**src/rtl/pkt_tx_builder.sv**
```systemverilog
// Transmit framer: header, node fields, packed payload and XOR checksum, one word per handshake.
// Latency: first word valid the cycle after an accepted start; each payload word adds a 2-3 cycle fetch gap.
// Backpressure: txData/txLast hold while txValid && !txReady; start is ignored while a frame is in flight.
//
// Ports:
//   clk, nrst                    clock (rising edge), asynchronous active-low reset
//   start, pktType               build request (one cycle) and frame type 0..3
//   myNodeID..chosenCH, nextHop  node fields and destination, captured on accepted start
//   payloadBase, payloadLen      payload source address and byte count (DP only)
//   memRdEn, memAddr, memData    byte-wide packet memory read port, data one cycle after strobe
//   txData, txValid, txReady     frame word stream
//   txLast, busy, txDone         checksum marker, frame in progress, completion pulse
module pkt_tx_builder #(
   parameter int WORD_WIDTH  = 16,
   parameter int MEM_DEPTH   = 2048,
   parameter int MEM_WIDTH   = 8,
   parameter int ADDR_WIDTH  = 11,
   parameter int MAX_PAYLOAD = 16
) (
   input  logic                  clk,
   input  logic                  nrst,
   input  logic                  start,
   input  logic [2:0]            pktType,
   input  logic [WORD_WIDTH-1:0] myNodeID,
   input  logic [WORD_WIDTH-1:0] myHops,
   input  logic [WORD_WIDTH-1:0] myQValue,
   input  logic [WORD_WIDTH-1:0] myEnergy,
   input  logic [WORD_WIDTH-1:0] hopsFromCH,
   input  logic [WORD_WIDTH-1:0] chosenCH,
   input  logic [WORD_WIDTH-1:0] nextHop,
   input  logic [ADDR_WIDTH-1:0] payloadBase,
   input  logic [4:0]            payloadLen,
   output logic                  memRdEn,
   output logic [ADDR_WIDTH-1:0] memAddr,
   input  logic [MEM_WIDTH-1:0]  memData,
   output logic [WORD_WIDTH-1:0] txData,
   output logic                  txValid,
   input  logic                  txReady,
   output logic                  txLast,
   output logic                  busy,
   output logic                  txDone
);

   typedef enum logic [2:0] {S_IDLE, S_FIELDS, S_FETCH, S_PAY, S_CSUM} state_t;

   localparam logic [4:0]            LP_MAX_LEN   = 5'(MAX_PAYLOAD);
   localparam logic [ADDR_WIDTH-1:0] LP_ADDR_LAST = ADDR_WIDTH'(MEM_DEPTH - 1);

   state_t                r_state, w_state_nxt;
   logic [2:0]            r_type;
   logic [WORD_WIDTH-1:0] r_next_hop, r_node_id, r_hops, r_qval, r_energy, r_hops_ch, r_chosen_ch;
   logic [4:0]            r_len, r_k;
   logic [2:0]            r_idx;
   logic [ADDR_WIDTH-1:0] r_addr;
   logic [1:0]            r_fph;       // fetch phase: 0 read k, 1 capture k / read k+1, 2 capture k+1
   logic [MEM_WIDTH-1:0]  r_hi, r_lo;
   logic [WORD_WIDTH-1:0] r_csum;
   logic                  r_done;

   logic                  w_accept, w_fire, w_second;
   logic [4:0]            w_len_in, w_k_next;
   logic [5:0]            w_len_p1;
   logic [7:0]            w_total;
   logic [ADDR_WIDTH-1:0] w_addr_inc;
   logic [WORD_WIDTH-1:0] w_field;

   // r_done blocks the cycle of the txDone pulse, so back-to-back starts land one cycle later.
   assign w_accept   = start && (r_state == S_IDLE) && !pktType[2] && !r_done;
   assign w_fire     = txValid && txReady;
   assign w_len_p1   = {1'b0, r_len} + 6'd1;
   assign w_total    = 8'd9 + 8'(w_len_p1 >> 1);
   assign w_second   = ({1'b0, r_k} + 6'd1) < {1'b0, r_len};
   assign w_k_next   = r_k + 5'd2;
   assign w_addr_inc = (r_addr == LP_ADDR_LAST) ? '0
                     : r_addr + {{(ADDR_WIDTH-1){1'b0}}, 1'b1};

   assign busy   = (r_state != S_IDLE);
   assign txDone = r_done;

   always_comb begin
      w_len_in = '0;
      if (pktType == 3'd3)
         w_len_in = (payloadLen > LP_MAX_LEN) ? LP_MAX_LEN : payloadLen;
   end

   always_comb begin
      w_field = '0;
      case (r_idx)
         3'd0:    w_field = WORD_WIDTH'({r_type, 5'b0, w_total});
         3'd1:    w_field = r_next_hop;
         3'd2:    w_field = r_node_id;
         3'd3:    w_field = r_hops;
         3'd4:    w_field = r_qval;
         3'd5:    w_field = r_energy;
         3'd6:    w_field = r_hops_ch;
         default: w_field = r_chosen_ch;
      endcase
   end

   always_ff @(posedge clk or negedge nrst) begin
      if (!nrst) r_state <= S_IDLE;
      else       r_state <= w_state_nxt;
   end

   always_comb begin
      w_state_nxt = r_state;
      txValid     = 1'b0;
      txData      = '0;
      txLast      = 1'b0;
      memRdEn     = 1'b0;
      memAddr     = '0;
      case (r_state)
         S_IDLE: begin
            if (w_accept) w_state_nxt = S_FIELDS;
         end
         S_FIELDS: begin
            txValid = 1'b1;
            txData  = w_field;
            if (txReady && r_idx == 3'd7)
               w_state_nxt = (r_len != 5'd0) ? S_FETCH : S_CSUM;
         end
         S_FETCH: begin
            if (r_fph == 2'd0 || (r_fph == 2'd1 && w_second)) begin
               memRdEn = 1'b1;
               memAddr = r_addr;
            end
            if ((r_fph == 2'd1 && !w_second) || r_fph == 2'd2)
               w_state_nxt = S_PAY;
         end
         S_PAY: begin
            txValid = 1'b1;
            txData  = WORD_WIDTH'({r_hi, r_lo});
            if (txReady)
               w_state_nxt = (w_k_next < r_len) ? S_FETCH : S_CSUM;
         end
         S_CSUM: begin
            txValid = 1'b1;
            txData  = r_csum;
            txLast  = 1'b1;
            if (txReady) w_state_nxt = S_IDLE;
         end
         default: w_state_nxt = S_IDLE;
      endcase
   end

   always_ff @(posedge clk or negedge nrst) begin
      if (!nrst) begin
         r_type      <= '0;
         r_next_hop  <= '0;
         r_node_id   <= '0;
         r_hops      <= '0;
         r_qval      <= '0;
         r_energy    <= '0;
         r_hops_ch   <= '0;
         r_chosen_ch <= '0;
         r_len       <= '0;
         r_k         <= '0;
         r_idx       <= '0;
         r_addr      <= '0;
         r_fph       <= '0;
         r_hi        <= '0;
         r_lo        <= '0;
         r_csum      <= '0;
         r_done      <= 1'b0;
      end else begin
         r_done <= 1'b0;
         case (r_state)
            S_IDLE: begin
               if (w_accept) begin
                  r_type      <= pktType;
                  r_next_hop  <= nextHop;
                  r_node_id   <= myNodeID;
                  r_hops      <= myHops;
                  r_qval      <= myQValue;
                  r_energy    <= myEnergy;
                  r_hops_ch   <= hopsFromCH;
                  r_chosen_ch <= chosenCH;
                  r_len       <= w_len_in;
                  r_k         <= '0;
                  r_idx       <= '0;
                  r_addr      <= payloadBase;
                  r_fph       <= '0;
                  r_csum      <= '0;
               end
            end
            S_FIELDS: begin
               if (w_fire) begin
                  r_csum <= r_csum ^ txData;
                  r_idx  <= r_idx + 3'd1;
               end
            end
            S_FETCH: begin
               case (r_fph)
                  2'd0: begin
                     r_addr <= w_addr_inc;
                     r_fph  <= 2'd1;
                  end
                  2'd1: begin
                     r_hi <= memData;
                     if (w_second) begin
                        r_addr <= w_addr_inc;
                        r_fph  <= 2'd2;
                     end else begin
                        r_lo  <= '0;   // odd length: pad the final low byte
                        r_fph <= 2'd0;
                     end
                  end
                  default: begin
                     r_lo  <= memData;
                     r_fph <= 2'd0;
                  end
               endcase
            end
            S_PAY: begin
               if (w_fire) begin
                  r_csum <= r_csum ^ txData;
                  r_k    <= w_k_next;
               end
            end
            S_CSUM: begin
               if (w_fire) begin
                  r_csum <= '0;
                  r_done <= 1'b1;
               end
            end
            default: ;
         endcase
      end
   end

endmodule

```
**config.mk**
```make
export PLATFORM = sky130hd
export DESIGN_NAME = pkt_tx_builder
export DESIGN_NICKNAME = d
export VERILOG_FILES = /design/src/rtl/pkt_tx_builder.sv
export SDC_FILE = /design/constraint.sdc
export NUM_CORES = 1
export LEC_CHECK = 0
export CORE_ASPECT_RATIO = 0.8
export CORE_UTILIZATION = 50
export CTS_BUF_LIST = sky130_fd_sc_hd__clkbuf_8 sky130_fd_sc_hd__clkbuf_16
export DETAILED_ROUTE_END_ITERATION = 6
export HOLD_SLACK_MARGIN = 0.02
export PLACE_DENSITY = 0.78
export SLEW_MARGIN = 20
export SYNTH_ARGS = -nofsm -noshare
export SYNTH_HDL_FRONTEND = slang
export SYNTH_SLANG_ARGS = --single-unit
```
**constraint.sdc**
```tcl
create_clock -name clk -period 4.29 [get_ports clk]
set_input_delay 1.287 -clock clk [delete_from_list [all_inputs] [get_ports clk]]
set_output_delay 1.287 -clock clk [all_outputs]
set_load 0.01 [all_outputs]
```
==> metrics.yaml <==
route:
  vias: 8136
  drc: 0
  dr.pass1.iters: 7
  antenna_left: 0
  post_drt_wl_per_cell_um: 18.4
  post_drt_via_cell_ratio: 5.73
  drt_iter0_markers: 833
  wirelength_um: 26200
floorplan:
  rows: 43
  die_h_um: 121
  initial_core_util_pct: 51.1
  ioPinCount: 175
  die-area_um2: 18300
  fp.dieW_um: 151
  coreArea_um2: 17400
synthesis:
  yosysUniqueCellTypes: 66
  yosysTopAreaCell: "dfrtp_1"
  syn_area_um2: 8880
  yosys.cell_count.top_type: "nand2_1"
  synth-edff-count: 0
  ys_top_cells_by_area: "dfrtp_1 (50%), nand2_1 (17%), ha_1 (2.7%), mux2_2 (2.3%), clkbuf_1 (2.1%)"
  synth.top_cells.by_count: "nand2_1 (401), dfrtp_1 (176), clkbuf_1 (49)"
  async_reset_ff_share_pct: 100
  synth-seq-cells: 176
  synth-seq-area-share_pct: 49.6
  ys_warn_count: 0
  syn-num-nets: 1180
  netlist_instances: 1018
  synth_flop_cell: "dfrtp_1"
  synth_top_area_share_pct: 49.6
  avgSynthCellArea_um2: 8.72
layout:
  drive_above_1_share_pct: 10.5
  syn2layout_area_growth_pct: 31.9
  diodes: 0
  stdcell_area_um2: 11700
  fill_cells: 1313
  fin_nets: 1344
  multi_input_area_um2: 4240
  regArea_um2: 4410
sta:
  min_period_ns: 4.23
  whs_ns: 0.478
  setup_slack_ns: 0.0646
  finalSetupViolCount: 0
  worstMarginPinSlew_ns: 0.863
  finalClockSkew_ns: 0.0177
  slew_headroom_pct: 42.5
  min_period_over_period_pct: 98.5
  hold_violations: 0
  rsz0062_at_grt: "true"
  max_freq_mhz: 237
  finalMaxSlewViolations: 0
setup_path:
  crit_path_start: "r_idx[0]$_DFFE_PN0P_"
  end_kind: "output pin"
  path_common_cell: "ha_1"
  cp.arrival_ns: 2.94
  crit_type: "reg2out"
  reg2reg_slack_ns: 1.64
  cp_data_required_time_ns: 3.00
  cp_top_family: "simple AND/OR/NAND/NOR gates"
  worstRegToRegCells: 9
  path_max_fanout: 4
  cp_num_cells: 8
  path_buf_inv: 2
  reg2reg_to: "r_addr[0]$_DFFE_PN0P_"
  cp_slowest_cell: "or4_1"
  critPathLaunchType: "register"
  slowest_delay_ns: 0.50
  r2r-start: "r_len[3]$_DFFE_PN0P_"
  crit_path_cell_trace: "ha_1, ha_1, or4_1, o21ai_2, nor2_1, a211oi_4, inv_1, clkdlybuf4s50_1"
  worstSetupEndpoint: "txData[4]"
placed_design:
  place.port_buffers: 174
  globalplace.congestion: 0.878
  place_area_um2: 10900
  post-place-ws_ns: 0.212
  hpwl_um: 18800
global_routing:
  grt_pass1_vias: 7871
  grt_start_max_net_pins: 118
  grt_usage_pct: 30.0
  antenna_found_initial: 0
  grt_pass1_wl_um: 41100
  grt_overflow_total: 0
min_path:
  hp-class: "reg2reg"
run:
  maxCapViolations: 0
clocking:
  htree_levels: 4
  cts_tree: "yes"
  clk_latency_ns: 0.44
  path_clk_slew_ns: 0.07
  cts_made_buffers: 17
  cts_root_buf: "clkbuf_16"
  clockBufferDepth: 2
  cts.sinks: 176
power_and_ir_drop:
  power_density_nw_per_um2: 703
  cellLeakagePower_nw: 5.63
  ir_drop_v: 0.000301
run_status:
  outcome: "finished clean"
tightest hold or removal path: stages, from the launching register on:
cell and delay [ns]:
dfrtp_1 0.34, nand2_1 0.05, nand2_1 0.05
routing by layer:
layer / routed length [µm] / track usage (%) / up-vias
li1: - / - / 3811
met1: 11600 / 42.4 / 3900
met2: 11600 / 43.3 / 375
met3: 2190 / 7.29 / 50
met4: 790 / 13.8 / 0
met5: 0 / 0 / -
through the flow:
step / utilization [%] / setup TNS (ns) / instances / total power (W)
global placement: 62.9 / 0 / 1381 / 0.00638
finish: 67.4 / 0 / 1420 / 0.00823
CTS: 66.6 / 0 / 1414 / 0.00808
floorplan: - / 0 / 1018 / 0.00513
global route: 67.4 / -0.145 / 1420 / 0.00875
detailed placement: 62.9 / 0 / 1381 / 0.00648
flip-flops by register name, summed over array words and instances (netlist names), 3 cells and up:
register / count
r_chosen_ch: 16
r_csum: 16
r_energy: 16
r_hops: 16
r_hops_ch: 16
r_next_hop: 16
r_node_id: 16
r_qval: 16
r_addr: 11
r_hi: 8
r_lo: 8
r_len: 5
r_k: 4
r_idx: 3
r_state: 3
r_type: 3
cell usage in the layout (no fill, tap or decap), types with 9 or more instances in the layout:
cell,netlist,layout
a22oi_1,14,14
dfrtp_1,176,173
a222oi_1,10,10
mux2_2,18,17
clkbuf_16,0,17
and3_1,10,10
nand2_1,401,401
nand3_1,22,22
clkdlybuf4s50_1,0,166
inv_1,18,18
a22o_1,15,15
o21ai_0,32,30
ha_1,19,15
nand2b_1,10,9
nor2_1,35,35
a221oi_1,15,15
a21oi_1,23,21
buf_4,1,29
cell type report:
type / instances / share of cell area (%)
clock buffers: 18 / 3.75
clock inverters: 14 / 1.20
inverters: 21 / 0.716
multi-input cells: 755 / 36.3
flip-flops and latches: 176 / 37.7
well taps: 225 / 2.41
repair buffers: 211 / 18.0
report_power, final:
part           total [W]  internal [W]  switching, W  leakage, nW
sequential       0.00315       0.00245      0.000705         2.21
combinational    0.00356       0.00165       0.00191         3.14
clock            0.00151      0.000786      0.000724        0.283
logic make-up after synthesis:
family | after synthesis | share of synthesized area (%)
buffers and inverters | 87 | 3.97
flip-flops | 176 | 49.6
multiplexers | 26 | 3.24
adder cells (fa/ha/maj) | 19 | 2.68
AO/OA/AOI/OAI | 185 | 15.5
XOR/XNOR | 10 | 0.987
AND/OR/NAND/NOR | 515 | 24.0
what timing repair did:
| item | 4_1_cts | 5_1_grt |
|---|---|---|
| setup endpoints to repair | 8 | 16 |
| cloned | 0 | 0 |
| hold buffers | 0 | 0 |
| gates resized for setup | 13 | 24 |
| buffers inserted | 1 | 6 |
| pin swaps | 1 | 8 |
worst min-delay path by stage:
stage | startpoint | end | slack, ns | depth (start not counted)
floorplan | r_qval[0]$_DFFE_PN0P_ | r_qval[0]$_DFFE_PN0P_ | 0.44 | 2
CTS | r_hops_ch[8]$_DFFE_PN0P_ | r_hops_ch[8]$_DFFE_PN0P_ | 0.48 | 2
global route | r_qval[0]$_DFFE_PN0P_ | r_qval[0]$_DFFE_PN0P_ | 0.50 | 2
finish | r_hops_ch[8]$_DFFE_PN0P_ | r_hops_ch[8]$_DFFE_PN0P_ | 0.48 | 2
global placement | r_energy[10]$_DFFE_PN0P_ | r_energy[10]$_DFFE_PN0P_ | 0.46 | 2
detailed placement | r_hops_ch[8]$_DFFE_PN0P_ | r_hops_ch[8]$_DFFE_PN0P_ | 0.46 | 2
(Power assumes the default switching activity.)
